==> config.mk <==
export PLATFORM = sky130hd
export DESIGN_NAME = instruction_decoder
export DESIGN_NICKNAME = d
export VERILOG_FILES = /design/src/rtl/instruction_decoder.sv
export SDC_FILE = /design/constraint.sdc
export NUM_CORES = 1
export LEC_CHECK = 0
export ABC_CLOCK_PERIOD_IN_PS = 7900
export CAP_MARGIN = 10
export CORE_MARGIN = 2
export CORE_UTILIZATION = 43
export CTS_BUF_LIST = sky130_fd_sc_hd__clkbuf_4 sky130_fd_sc_hd__clkbuf_8 sky130_fd_sc_hd__clkbuf_16
export CTS_CLUSTER_SIZE = 12
export DETAILED_ROUTE_END_ITERATION = 10
export HOLD_SLACK_MARGIN = 0.03
export MAX_ROUTING_LAYER = met4
export PLACE_DENSITY = 0.76
export SYNTH_ARGS = -nofsm -noshare
export SYNTH_HDL_FRONTEND = slang
export SYNTH_SLANG_ARGS = --single-unit
export TNS_END_PERCENT = 20
==> constraint.sdc <==
create_clock -name clk -period 7.9 [get_ports clk]
set_clock_uncertainty 0.2 [all_clocks]
set_input_delay 0.79 -clock clk [delete_from_list [all_inputs] [get_ports clk]]
set_output_delay 0.79 -clock clk [all_outputs]
set_load 0.05 [all_outputs]
==> src/rtl/instruction_decoder.sv <==
// Command-FIFO instruction decoder: pops LINE/RECT/FRECT/ALPHA words and fills a small decoded-shape buffer.
// Optional DECODE_CLIP_EN clamps committed coordinates to the screen; undefined leaves them untouched.
module instruction_decoder #(
    parameter int DATA_W   = 32,
    parameter int COORD_W  = 10,
    parameter int DEPTH    = 2,
    parameter int SCREEN_W = 640,
    parameter int SCREEN_H = 480
) (
    input  logic                          clk,
    input  logic                          rst,
    input  logic                          decode_en,
    input  logic [DATA_W-1:0]             fifo_rdata,
    input  logic                          fifo_empty,
    output logic                          fifo_pop,
    input  logic                          draw_fin,
    input  logic                          alpha_fin,
    output logic                          decode_fin,
    output logic                          inst_type,
    output logic                          decode_full,
    output logic                          draw_valid,
    output logic [1:0]                    draw_op,
    output logic [COORD_W-1:0]            draw_x0,
    output logic [COORD_W-1:0]            draw_y0,
    output logic [COORD_W-1:0]            draw_x1,
    output logic [COORD_W-1:0]            draw_y1,
    output logic [DATA_W-2*COORD_W-1:0]   draw_color,
    output logic [7:0]                    alpha_val,
    output logic                          illegal_op
);

    localparam int CLR_W = DATA_W - 2*COORD_W;
    localparam int PTR_W = (DEPTH > 1) ? $clog2(DEPTH) : 1;
    localparam int CNT_W = $clog2(DEPTH + 1);
    localparam logic [COORD_W-1:0] X_MAX = COORD_W'(SCREEN_W - 1);
    localparam logic [COORD_W-1:0] Y_MAX = COORD_W'(SCREEN_H - 1);

`ifdef DECODE_CLIP_EN
    localparam bit CLIP_EN = 1'b1;
`else
    localparam bit CLIP_EN = 1'b0;
`endif

    typedef enum logic [1:0] {
        S_IDLE,
        S_WORD1,
        S_COMMIT,
        S_ALPHA_WAIT
    } state_t;

    typedef enum logic [2:0] {
        OP_NOP   = 3'b000,
        OP_LINE  = 3'b001,
        OP_RECT  = 3'b010,
        OP_FRECT = 3'b011,
        OP_ALPHA = 3'b100
    } opcode_t;

    typedef struct packed {
        logic [1:0]         op;
        logic [COORD_W-1:0] x0;
        logic [COORD_W-1:0] y0;
        logic [COORD_W-1:0] x1;
        logic [COORD_W-1:0] y1;
        logic [CLR_W-1:0]   color;
    } shape_t;

    state_t             state_q, state_d;
    logic [1:0]         op_q, op_d;
    logic [COORD_W-1:0] x0_q, x0_d, y0_q, y0_d, x1_q, x1_d, y1_q, y1_d;
    logic [CLR_W-1:0]   color_q, color_d;
    logic [7:0]         alpha_val_q, alpha_val_d;
    logic               inst_type_q, inst_type_d;
    logic               illegal_q, illegal_d;

    shape_t             buf_q [DEPTH];
    shape_t             buf_d [DEPTH];
    logic [PTR_W-1:0]   wr_ptr_q, wr_ptr_d, rd_ptr_q, rd_ptr_d;
    logic [CNT_W-1:0]   count_q, count_d;

    logic [2:0]         op_w;
    logic               pop;
    logic               commit;
    logic               take;
    logic               full;
    shape_t             entry;

    function automatic logic [COORD_W-1:0] clip(input logic [COORD_W-1:0] v,
                                                input logic [COORD_W-1:0] lim);
        return (CLIP_EN && (v > lim)) ? lim : v;
    endfunction

    function automatic logic [PTR_W-1:0] ptr_next(input logic [PTR_W-1:0] p);
        return (p == PTR_W'(DEPTH - 1)) ? '0 : p + 1'b1;
    endfunction

    assign op_w = fifo_rdata[DATA_W-1 -: 3];
    assign full = (count_q == CNT_W'(DEPTH));

    // Decode FSM; word fields are captured as they are popped so the FIFO head can move on.
    always_comb begin
        state_d     = state_q;
        op_d        = op_q;
        x0_d        = x0_q;
        y0_d        = y0_q;
        x1_d        = x1_q;
        y1_d        = y1_q;
        color_d     = color_q;
        alpha_val_d = alpha_val_q;
        inst_type_d = inst_type_q;
        illegal_d   = illegal_q;
        pop         = 1'b0;
        commit      = 1'b0;

        case (state_q)
            S_IDLE: begin
                if (decode_en && !fifo_empty && !full && !inst_type_q) begin
                    pop = 1'b1;
                    case (op_w)
                        OP_NOP: begin
                        end
                        OP_LINE, OP_RECT, OP_FRECT: begin
                            op_d    = op_w[1:0];
                            x0_d    = fifo_rdata[2*COORD_W-1:COORD_W];
                            y0_d    = fifo_rdata[COORD_W-1:0];
                            state_d = S_WORD1;
                        end
                        OP_ALPHA: begin
                            alpha_val_d = fifo_rdata[7:0];
                            inst_type_d = 1'b1;
                            state_d     = S_ALPHA_WAIT;
                        end
                        default: illegal_d = 1'b1;
                    endcase
                end
            end
            S_WORD1: begin
                // Shape fetch is atomic: decode_en is not consulted for the second word.
                if (!fifo_empty) begin
                    pop     = 1'b1;
                    color_d = fifo_rdata[DATA_W-1:2*COORD_W];
                    x1_d    = fifo_rdata[2*COORD_W-1:COORD_W];
                    y1_d    = fifo_rdata[COORD_W-1:0];
                    state_d = S_COMMIT;
                end
            end
            S_COMMIT: begin
                commit  = 1'b1;
                state_d = S_IDLE;
            end
            S_ALPHA_WAIT: begin
                if (alpha_fin) begin
                    inst_type_d = 1'b0;
                    state_d     = S_IDLE;
                end
            end
            default: state_d = S_IDLE;
        endcase
    end

    always_comb begin
        entry.op    = op_q;
        entry.x0    = clip(x0_q, X_MAX);
        entry.y0    = clip(y0_q, Y_MAX);
        entry.x1    = clip(x1_q, X_MAX);
        entry.y1    = clip(y1_q, Y_MAX);
        entry.color = color_q;
    end

    // Shape buffer: simultaneous commit and consume keeps the count and advances both pointers.
    always_comb begin
        buf_d    = buf_q;
        wr_ptr_d = wr_ptr_q;
        rd_ptr_d = rd_ptr_q;
        take     = draw_fin && (count_q != '0);

        if (commit) begin
            buf_d[wr_ptr_q] = entry;
            wr_ptr_d        = ptr_next(wr_ptr_q);
        end
        if (take) begin
            rd_ptr_d = ptr_next(rd_ptr_q);
        end

        case ({commit, take})
            2'b10:   count_d = count_q + 1'b1;
            2'b01:   count_d = count_q - 1'b1;
            default: count_d = count_q;
        endcase
    end

    always_ff @(posedge clk or posedge rst) begin
        if (rst) begin
            state_q     <= S_IDLE;
            op_q        <= '0;
            x0_q        <= '0;
            y0_q        <= '0;
            x1_q        <= '0;
            y1_q        <= '0;
            color_q     <= '0;
            alpha_val_q <= '0;
            inst_type_q <= 1'b0;
            illegal_q   <= 1'b0;
            buf_q       <= '{default: '0};
            wr_ptr_q    <= '0;
            rd_ptr_q    <= '0;
            count_q     <= '0;
        end else begin
            state_q     <= state_d;
            op_q        <= op_d;
            x0_q        <= x0_d;
            y0_q        <= y0_d;
            x1_q        <= x1_d;
            y1_q        <= y1_d;
            color_q     <= color_d;
            alpha_val_q <= alpha_val_d;
            inst_type_q <= inst_type_d;
            illegal_q   <= illegal_d;
            buf_q       <= buf_d;
            wr_ptr_q    <= wr_ptr_d;
            rd_ptr_q    <= rd_ptr_d;
            count_q     <= count_d;
        end
    end

    assign fifo_pop    = pop;
    assign decode_fin  = commit;
    assign inst_type   = inst_type_q;
    assign decode_full = full;
    assign draw_valid  = (count_q != '0);
    assign draw_op     = buf_q[rd_ptr_q].op;
    assign draw_x0     = buf_q[rd_ptr_q].x0;
    assign draw_y0     = buf_q[rd_ptr_q].y0;
    assign draw_x1     = buf_q[rd_ptr_q].x1;
    assign draw_y1     = buf_q[rd_ptr_q].y1;
    assign draw_color  = buf_q[rd_ptr_q].color;
    assign alpha_val   = alpha_val_q;
    assign illegal_op  = illegal_q;

endmodule

# Word-level counts from Yosys, hierarchy flattened
# Index checks and enable logic that the tools add are counted.
# word_totals
wordCells,94
mem_count,0
inputBits,38
latch_bits,0
rom_bits,0
out_inout_bits,68
mem_bits_rw,0
reg_bits,178
# op_classes
muxes,22
n_addsub,4
bitwise_logic,4
n_reduce_logical,21
n_lt_le_gt_ge,3
div_mod_pow,0
eq_ne,15
n_shift,0
mul,0
# ops
op,n
54-bit two-way mux,4
108-bit bitwise mux,1
54-bit demux with 1-bit select,1
3-bit AND reduction,3
2-bit == test (second input constant),4
1-bit two-way mux,8
2-bit one-hot mux with 2 select lines,2
2-bit one-hot mux with 4 select lines,1
4-bit AND reduction,2
3-bit by 2-bit == test with 1-bit output (second input constant),2
2-bit two-way mux,3
2-bit inequality test (second input constant),3
2-bit nonzero test,3
1-bit logical AND,5
5-bit OR reduction,1
2-bit by 1-bit == test with 1-bit output (second input constant),2
2-bit greater-or-equal comparator (second input constant),2
1-bit inverter with 2-bit output,2
1-bit one-hot mux with 2 select lines,2
3-bit by 1-bit == test with 1-bit output (second input constant),1
3-bit == test (second input constant),1
1-bit logical NOT,3
3-bit logical NOT,1
3-bit by 1-bit inequality test with 1-bit output (second input constant),1
9 further kinds,11

# Depth between registers and ports, before layout
# Gate-level depths: netlist of run 1.
# logic_depth
ltp_word,6
depth_mapped,6
ltp_nobuf,6

# Worst setup path before layout of run 1
# Ideal clock, no wire load.
# synth_timing
kind,input to output
start,in fifo_empty
end,out fifo_pop
path_stages,3
t_required_ns,6.910
path_slack_ns,4.277
path_buffers,1
arrival_ns,2.633
path_cell_list,or4b_1 > clkbuf_2 > o31ai_1
# synth_via
elab_chain_cells,6
elab_cells_between_ends,7
classes_between,3 x mux; 4 x reduce/logical
# synth_rtl
element,line_no,source
start: declaration,14,"input logic fifo_empty,"
1-bit logical NOT,n/a,
1-bit logical AND (3 in a row),117,if (decode_en && !fifo_empty && !full && !inst_type_q) begin
1-bit two-way mux,117,
1-bit one-hot mux with 2 select lines (*),115,case (state_q)
end: declaration,15,"output logic fifo_pop,"
# Every way passes the cells marked *; elsewhere a longest branch is shown, timed or not.

# Worst setup path after layout of run 1
# Ends and elaborated chain as after synthesis.

==> results of run 1 <==
==> cells in the mapped netlist <==
library cell,count
a22o_1,2
and2_1,1
buf_2,9
clkbuf_1,12
clkbuf_2,1
clkinv_1,1
dfrtp_1,178
ha_1,1
inv_1,4
mux2_2,222
nand2_1,4
nand2b_1,2
nand3_1,2
nand4_1,2
nor2_1,5
nor2b_1,1
nor4_1,1
nor4_4,1
nor4b_1,2
o21ai_0,3
o31ai_1,1
o41ai_1,2
or2_2,2
or3_1,1
or3b_2,1
or4b_1,1
xnor2_1,3
xor2_1,3
==> cell families (layout without fill, tap and decap cells) <==
| kind of cell | count (synthesis) | in the layout |
|---|---|---|
| multiplexers | 222 | 222 |
| flip-flops | 178 | 178 |
| buffers and inverters | 27 | 146 |
| AND/OR/NAND/NOR | 26 | 26 |
| AO/OA/AOI/OAI | 8 | 8 |
| XOR/XNOR | 6 | 6 |
| adder cells (fa/ha/maj) | 1 | 1 |
==> registers in the layout (all words and copies together) (netlist names), 2 cells and up <==
name and count:
alpha_val 8, x0_q 10, op_q 2, x1_q 10, buf_q 108, y0_q 10, color_q 12, y1_q 10
state_q 2, count_q 2
==> per-stage QoR <==
| step | cells | setup WS (ns) | hold WS, ns |
|---|---|---|---|
| detailed placement | 776 | 3.82 | 0.281 |
| floorplan | 468 | 2.08 | 0.256 |
| global route | 807 | 3.85 | 0.305 |
| global placement | 776 | 3.92 | 0.250 |
| finish | 807 | 3.88 | 0.299 |
| CTS | 807 | 3.88 | 0.294 |
==> critical path, cell delays in order <==
cell,delay [ns]
clkdlybuf4s50_1,0.47
or4b_1,0.67
o31ai_1,0.25
clkdlybuf4s50_1,0.84
==> layout make-up <==
type                            instances  area, um2
Fill cell                            1314       7350
Timing Repair Buffer                  110       1090
Tap cell                              220        275
Inverter                                5       23.8
Clock buffer                           20        454
Clock inverter                         11        185
Sequential cell                       178       4460
Multi-Input combinational cell        263       2810
==> worst max path at each step <==
stage | startpoint | to | slack, ns | cells past startpoint
global route | fifo_empty | fifo_pop | 3.85 | 4
floorplan | rst | alpha_val[0] | 2.08 | 1
detailed placement | fifo_empty | fifo_pop | 3.82 | 4
global placement | fifo_empty | fifo_pop | 3.92 | 4
finish | fifo_empty | fifo_pop | 3.88 | 4
CTS | fifo_empty | fifo_pop | 3.88 | 4
==> layer usage <==
metal  share of wire [%]  track usage [%]  up-vias
met5                   0                -        -
li1                    -                -     1890
met1                  43             21.7     2186
met3                 4.2             4.39       23
met4                 1.5             5.96        0
met2                  51             30.4      103
==> run summary, run 1 <==
Post-CTS Hold Buffers -> 0
Die Area -> 18200 um2
Dpl hpwl -> 9400 um
Flop2flop setup slack -> 5.31 ns
Post-Syn Area per Cell -> 15.7 um2
Final core utilization -> 55.8%
Tightest Pin Transition -> 0.990 ns
Num rows -> 47
Data arrival, critical path -> 3.03 ns
Share of cells above drive strength 1 -> 45.7%
Dpl cell area -> 8650 um2
Hold-critical path endpoint -> count_q[1]
Global-route wire length before repair -> 24600 um
Worst reg2reg endpoint -> buf_q[10]
Crit share post-route -> 50.8%
Count of final hold-check violations -> 0
Relative slew slack -> 34.0%
Critical Path RT -> 6.91 ns
Setup crit end kind -> output pin
GP Congestion -> 0.877
Kind of critical path -> input port to output pin
Die Wd -> 135 um
Starting DRC count in detailed routing -> 281
CTS tree -> yes
Antenna cells -> 0
DR WL/cell -> 18.5 um
Commonest non-fill, non-tap cells in the layout -> mux2_2 (222), dfrtp_1 (177), clkdlybuf4s50_1 (105), clkbuf_16 (17)
RSZ-0062 raised after global routing -> false
Crit path time final -> 4.02 ns
Hold Startpoint -> count_q[1]
Post-CTS setup buffers -> 0
Worst reg2reg path depth -> 4
Ports -> 106
Nets -> 614
Area growth syn-to-layout -> 26.4%
Cells after Synth -> 468
Synth Cell Area -> 7350 um2
PortBufs -> 105
Drc violations -> 0
Via density -> 5.21
WHS Path Cells -> 1
CTS resizes -> 0
Crit start category -> input port
# H-tree levels -> 4
Area leader, netlist -> dfrtp_1
Largest family of logic cells by synthesized area -> multiplexers
GRT overflow -> 0
Mux cell area share after synthesis -> 34.0%
Final Setup Violations -> 0
Seq/Total Area, Yosys -> 60.6%
Compound-Gate Fraction of Synth Area -> 0.783%
XOR/XNOR share of the synthesized area -> 0.715%
Total track usage -> 18.2%
Clock buffer depth -> 2
Initial antenna violation count -> 0
Core Area -> 16600 um2
Initial Util -> 44.2%
Fmax -> 0.249 GHz
Area contributors post-synth -> dfrtp_1 (61%), mux2_2 (34%), buf_2 (0.61%)
Total CTS buffers -> 17
Clock transition at the registers of the reported paths -> 0.06 ns
Synth warnings -> 0
Flops & latches, synth -> 178
Count of different cell masters after synthesis -> 28
Clk sink count -> 178
Area share of the largest cell type after synthesis -> 60.6%
Final instance area -> 9290 um2
Outcome -> complete, no violations
Synth Area in Adders -> 0.170%
Max cap viols -> 0
Vias -> 4202
Vias in the first global route -> 4724
Largest net degree at the start of global routing -> 99
Clk root buf -> clkbuf_16
Drt pass-1 iters -> 4
Reg-to-Reg Start -> state_q[0]
Commonest non-fill, non-tap cell in the layout -> mux2_2
Setup_tns -> 0 ns
Clk_lat worst skew -> 0.42 ns
Post-Synth Simple-Gate Area -> 2.23%
Height of the die -> 135 um
Worst hold path class -> register to register
Routed wire length -> 14900 um
Final slew viol count -> 0
Post-synth net total -> 507
Worst-path fanout max -> 6
Final ANT Viol Nets -> 0
Power of run 1 is not shown: default switching activity piles up to over one toggle a cycle in this logic, so the estimate is an artifact.
==> inputs of run 2 (changes only) <==
Settings changed: ABC_CLOCK_PERIOD_IN_PS 7900 to 4130.
Clock period 7.9 ns to 4.13 ns, I/O delays scaled along.
==> run summary, run 2 (synthesized netlist as in run 1, its figures left out) <==
Outcome -> complete, no violations (unchanged)
Area growth syn-to-layout -> 26.1% (was 26.4%)
Area of the multi-input gates -> 2810 um2 (unchanged)
Drc violations -> 0 (unchanged)
Final Setup Violations -> 0 (unchanged)
Dpl hpwl -> 9660 um (was 9400 um)
Starting DRC count in detailed routing -> 249 (was 281)
# H-tree levels -> 4 (unchanged)
Post-CTS Hold Buffers -> 0 (unchanged)
Nets -> 616 (was 614)
Critical Path RT -> 3.52 ns (was 6.91 ns)
Max cap viols -> 0 (unchanged)
Routed wire length -> 15000 um (was 14900 um)
GRT overflow -> 0 (unchanged)
Crit start category -> register (was input port)
Clk_lat worst skew -> 0.42 ns (about the same)
DR WL/cell -> 18.6 um (was 18.5 um)
Largest register by flop count -> buf_q (unchanged)
Buf+Inv Stages, Crit Path -> 2 (unchanged)
Worst reg2reg path depth -> 4 (unchanged)
GP Congestion -> 0.793 (was 0.877)
Data arrival, critical path -> 2.67 ns (was 3.03 ns)
Antenna cells -> 0 (unchanged)
Most Crowded Layer GR -> met2 (unchanged)
Crit path time final -> 3.28 ns
Tightest Pin Transition -> 1.10 ns (was 0.990 ns)
Ports -> 106 (unchanged)
Max stage delay cell, worst path -> dfrtp_2 (was clkdlybuf4s50_1)
Clk root buf -> clkbuf_16 (unchanged)
Final slew viol count -> 0 (unchanged)
Fmax -> 0.305 GHz
Worst-path fanout max -> 30 (was 6)
Share of cells above drive strength 1 -> 45.7% (unchanged)
Die Area -> 18200 um2 (unchanged)
PortBufs -> 105 (unchanged)
Count of final hold-check violations -> 0 (unchanged)
Flop2flop setup slack -> 1.41 ns (was 5.31 ns)
RSZ-0062 raised after global routing -> false (unchanged)
Clock transition at the registers of the reported paths -> 0.07 ns (was 0.06 ns)
CP Cell Sequence -> buf_12, mux2_2, clkdlybuf4s50_1 (was clkdlybuf4s50_1, or4b_1, o31ai_1, clkdlybuf4s50_1)
Global Route met3 Usage -> 4.02% (was 4.39%)
Setup crit end kind -> output pin (unchanged)
Initial antenna violation count -> 0 (unchanged)
Reg-to-Reg Start -> state_q[0] (unchanged)
Drt pass-1 iters -> 4 (unchanged)
Via density -> 5.16 (was 5.21)
Number of stages on the worst setup path -> 3 (was 4)
Fillers -> 1335 (was 1314)
Relative slew slack -> 26.4% (was 34.0%)
CTS resizes -> 0 (unchanged)
Kind of critical path -> register to output pin (was input port to output pin)
Total track usage -> 18.2% (about the same)
Final ANT Viol Nets -> 0 (unchanged)
Clk sink count -> 178 (unchanged)
Number of flip-flops under the largest register name -> 108 (unchanged)
Total CTS buffers -> 17 (unchanged)
Vias -> 4165 (was 4202)
Worst hold path class -> input port to asynchronous set/reset pin (was register to register)
Worst reg2reg endpoint -> buf_q[6] (was buf_q[10])
GR met1 Demand/Resource -> 22.2% (was 21.7%)
Setup_tns -> 0 ns (unchanged)
Crit-path max cell delay -> 0.84 ns (about the same)
Global-route wire length before repair -> 24500 um (was 24600 um)
Height of the die -> 135 um (unchanged)
Core Area -> 16600 um2 (unchanged)
Crit share post-route -> 79.5%
Commonest non-fill, non-tap cell in the layout -> mux2_2 (unchanged)
Reg area -> 4460 um2 (unchanged)
Commonest non-fill, non-tap cells in the layout -> mux2_2 (222), dfrtp_1 (177), clkdlybuf4s50_1 (105), clkbuf_16 (17) (unchanged)
Met2 Use GR -> 30.2% (was 30.4%)
Die Wd -> 135 um (unchanged)
Clock buffer depth -> 2 (unchanged)
Delay-heaviest family, CP -> buffers and inverters (unchanged)
CTS tree -> yes (unchanged)
Post-CTS setup buffers -> 0 (unchanged)
Vias in the first global route -> 4642 (was 4724)
Num rows -> 47 (unchanged)
Initial Util -> 44.2% (unchanged)
Largest net degree at the start of global routing -> 74 (was 99)
Largest regs -> buf_q: 108 flops, color_q: 12 flops (unchanged)
[run 2: cell count changes in the layout (fill, tap and decap cells not counted)]
cell	before	now
buf_12	0	2
bufinv_16	5	2
clkbuf_4	2	0
clkbuf_8	1	4
clkinv_2	4	1
clkinvlp_4	2	5
[run 2: area by class of cell]
type	count	share of cell area [%]
clock buffer	21	5.18
clock inverter	8	1.12
inverter	5	0.243
multi-input combinational	263	30.3
sequential	178	48.0
tap	220	2.97
timing repair buffer	112	12.2
[run 2: metrics by stage]
stage,utilization [%],hold slack [ns],worst slack (ns),instance area (um2),instances
after floorplan,-,0.256,1.09,7360,468
after global placement,52.2,0.259,0.903,8690,778
after detailed placement,52.2,0.274,0.886,8690,778
after CTS,55.7,0.0375,0.789,9280,807
after global routing,55.7,0.0510,0.739,9280,807
final,55.7,0.0529,0.847,9280,807
[run 2: worst max path at each step]
stage | from | to
finish | rd_ptr_q | draw_color[9]
global route | rd_ptr_q | draw_color[9]
CTS | rd_ptr_q | draw_color[9]
detailed placement | fifo_empty | fifo_pop
global placement | fifo_empty | fifo_pop
floorplan | inst_type | fifo_pop
[run 2: layer usage]
layer / vias to the layer above / part of all wire [%]
met2: 95 / 51
met1: 2163 / 44
li1: 1893 / -
met3: 14 / 4.0
met4: 0 / 1.2
met5: - / 0
Power of run 2 is left out for the same reason.
==> inputs of run 3 (changes only) <==
Settings changed: ABC_CLOCK_PERIOD_IN_PS 4130 to 3100.
Clock period 4.13 ns to 3.1 ns, I/O delays scaled along.
==> run summary, run 3 (synthesized netlist as in run 1, its figures left out) <==
Logic pwr share -> 47.3%
Clk sink count -> 178 (unchanged)
Initial antenna violation count -> 0 (unchanged)
Sequential share of power -> 34.8%
Worst reg2reg path depth -> 4 (unchanged)
GP Congestion -> 0.807 (was 0.793)
Reg-to-Reg Start -> state_q[0] (unchanged)
Total CTS buffers -> 17 (unchanged)
Via density -> 5.15 (was 5.16)
Final slew viol count -> 0 (unchanged)
Antenna cells -> 0 (unchanged)
Largest net degree at the start of global routing -> 57 (was 74)
Clock transition at the registers of the reported paths -> 0.07 ns (about the same)
Routed wire length -> 15200 um (was 15000 um)
Post-CTS setup buffers -> 0 (unchanged)
Nets -> 622 (was 616)
Crit start category -> register (unchanged)
Ports -> 106 (unchanged)
Total track usage -> 18.7% (was 18.2%)
Internal Power -> 7120 uW
Crit share post-route -> 95.5%
Post-place setup slack -> 0.442 ns (was 0.886 ns)
Setup crit end kind -> output pin (unchanged)
Largest register by flop count -> buf_q (unchanged)
# H-tree levels -> 4 (unchanged)
Max cap viols -> 0 (unchanged)
Global-route wire length before repair -> 25400 um (was 24500 um)
Critical Path RT -> 2.59 ns (was 3.52 ns)
Tightest Pin Transition -> 0.805 ns (was 1.10 ns)
Fin cells -> 815 (was 807)
Vias -> 4201 (was 4165)
Net Sw Power -> 4710 uW
Share of total power in the clock network -> 17.9%
Starting DRC count in detailed routing -> 158 (was 249)
Post-CTS Hold Buffers -> 0 (unchanged)
Vias in the first global route -> 4768 (was 4642)
Number of flip-flops under the largest register name -> 108 (unchanged)
Clk_lat worst skew -> 0.42 ns (about the same)
Commonest non-fill, non-tap cell in the layout -> mux2_2 (unchanged)
Final ANT Viol Nets -> 0 (unchanged)
Worst hold path class -> input port to asynchronous set/reset pin (unchanged)
Clk root buf -> clkbuf_16 (unchanged)
GRT overflow -> 0 (unchanged)
Dpl cells -> 784 (was 778)
RSZ-0062 raised after global routing -> false (unchanged)
Final core utilization -> 56.3% (was 55.7%)
Final instance area -> 9370 um2 (was 9280 um2)
Outcome -> complete, no violations (unchanged)
CTS resizes -> 0 (unchanged)
DR WL/cell -> 18.6 um (about the same)
Worst reg2reg endpoint -> x0_q[5] (was buf_q[6])
Drc violations -> 0 (unchanged)
Crit path time final -> 2.96 ns
Drt pass-1 iters -> 4 (unchanged)
Static Leakage -> 0.00409 uW
Largest regs -> buf_q: 108 flops, color_q: 12 flops (unchanged)
Fmax -> 0.338 GHz
Die Area -> 18200 um2 (unchanged)
Core Area -> 16600 um2 (unchanged)
Die Wd -> 135 um (unchanged)
PortBufs -> 105 (unchanged)
Area growth syn-to-layout -> 27.3% (was 26.1%)
Fillers -> 1290 (was 1335)
Setup_tns -> 0 ns (unchanged)
Flop2flop setup slack -> 0.64 ns (was 1.41 ns)
Worst-path fanout max -> 25 (was 30)
Data arrival, critical path -> 2.45 ns (was 2.67 ns)
Height of the die -> 135 um (unchanged)
Dpl hpwl -> 10000 um (was 9660 um)
Num rows -> 47 (unchanged)
Final Setup Violations -> 0 (unchanged)
Kind of critical path -> register to output pin (unchanged)
IR Drop Worst-Case VDD -> 0.843 mV
Commonest non-fill, non-tap cells in the layout -> mux2_2 (222), dfrtp_1 (177), clkdlybuf4s50_1 (103), clkbuf_16 (17), buf_4 (9) (was mux2_2 (222), dfrtp_1 (177), clkdlybuf4s50_1 (105), clkbuf_16 (17))
Initial Util -> 44.2% (unchanged)
Count of final hold-check violations -> 0 (unchanged)
Sw Ratio -> 39.8%
Share of cells above drive strength 1 -> 46.7% (was 45.7%)
Relative slew slack -> 46.4% (was 26.4%)
CTS tree -> yes (unchanged)
Dpl cell area -> 8780 um2 (was 8690 um2)
Ratio of total power to cell area -> 1260 nW/um2
Setup ws final -> 0.140 ns (was 0.847 ns)
Clock buffer depth -> 2 (unchanged)
[run 3: power groups by stage]
stage / sequential, uW / combinational (uW) / clock (uW)
2_1_floorplan: 4060 / 3920 / 0
3_3_place_gp: 4050 / 5550 / 0
3_5_place_dp: 4170 / 5640 / 0
4_1_cts: 4130 / 5670 / 2170
5_1_grt: 4280 / 5880 / 2280
6_report: 4120 / 5600 / 2110
[run 3: worst max-delay path by stage]
| stage | start | end | depth (start not counted) |
|---|---|---|---|
| after CTS | rd_ptr_q | draw_x1[9] | 3 |
| final | rd_ptr_q | draw_x1[9] | 3 |
| after detailed placement | fifo_rdata[31] | x0_q[4] | 5 |
| after global routing | rd_ptr_q | draw_y0[4] | 3 |
| after floorplan | inst_type | fifo_pop | 3 |
| after global placement | fifo_rdata[31] | y0_q[7] | 5 |
[run 3: cell type report]
type	instances	area [um2]	share of cell area (%)
Clock buffer	19	453	4.84
Multi-Input combinational cell	263	2810	30.0
Clock inverter	12	130	1.39
Sequential cell	178	4460	47.6
Timing Repair Buffer	118	1220	13.0
Tap cell	220	275	2.94
Inverter	5	22.5	0.240
[run 3: routing by layer]
metal	GRT usage, %	wire [um]	vias up
li1	-	-	1914
met1	23.0	6710	2196
met2	31.6	7850	74
met3	3.68	427	17
met4	5.61	204	0
met5	-	0	-
[run 3: critical path, stage by stage, from the launching register on]
cell and delay [ns]:
dfrtp_2 0.64, buf_12 0.27, mux2_2 0.39, clkdlybuf4s50_1 0.71
[run 3: through the flow]
step | hold slack (ns) | total power [uW]
after detailed placement | 0.283 | 9810
final | 0.140 | 11800
after global routing | 0.172 | 12400
after global placement | 0.252 | 9590
after CTS | 0.151 | 12000
after floorplan | 0.250 | 7980
Power figures use the tool's default switching activity.
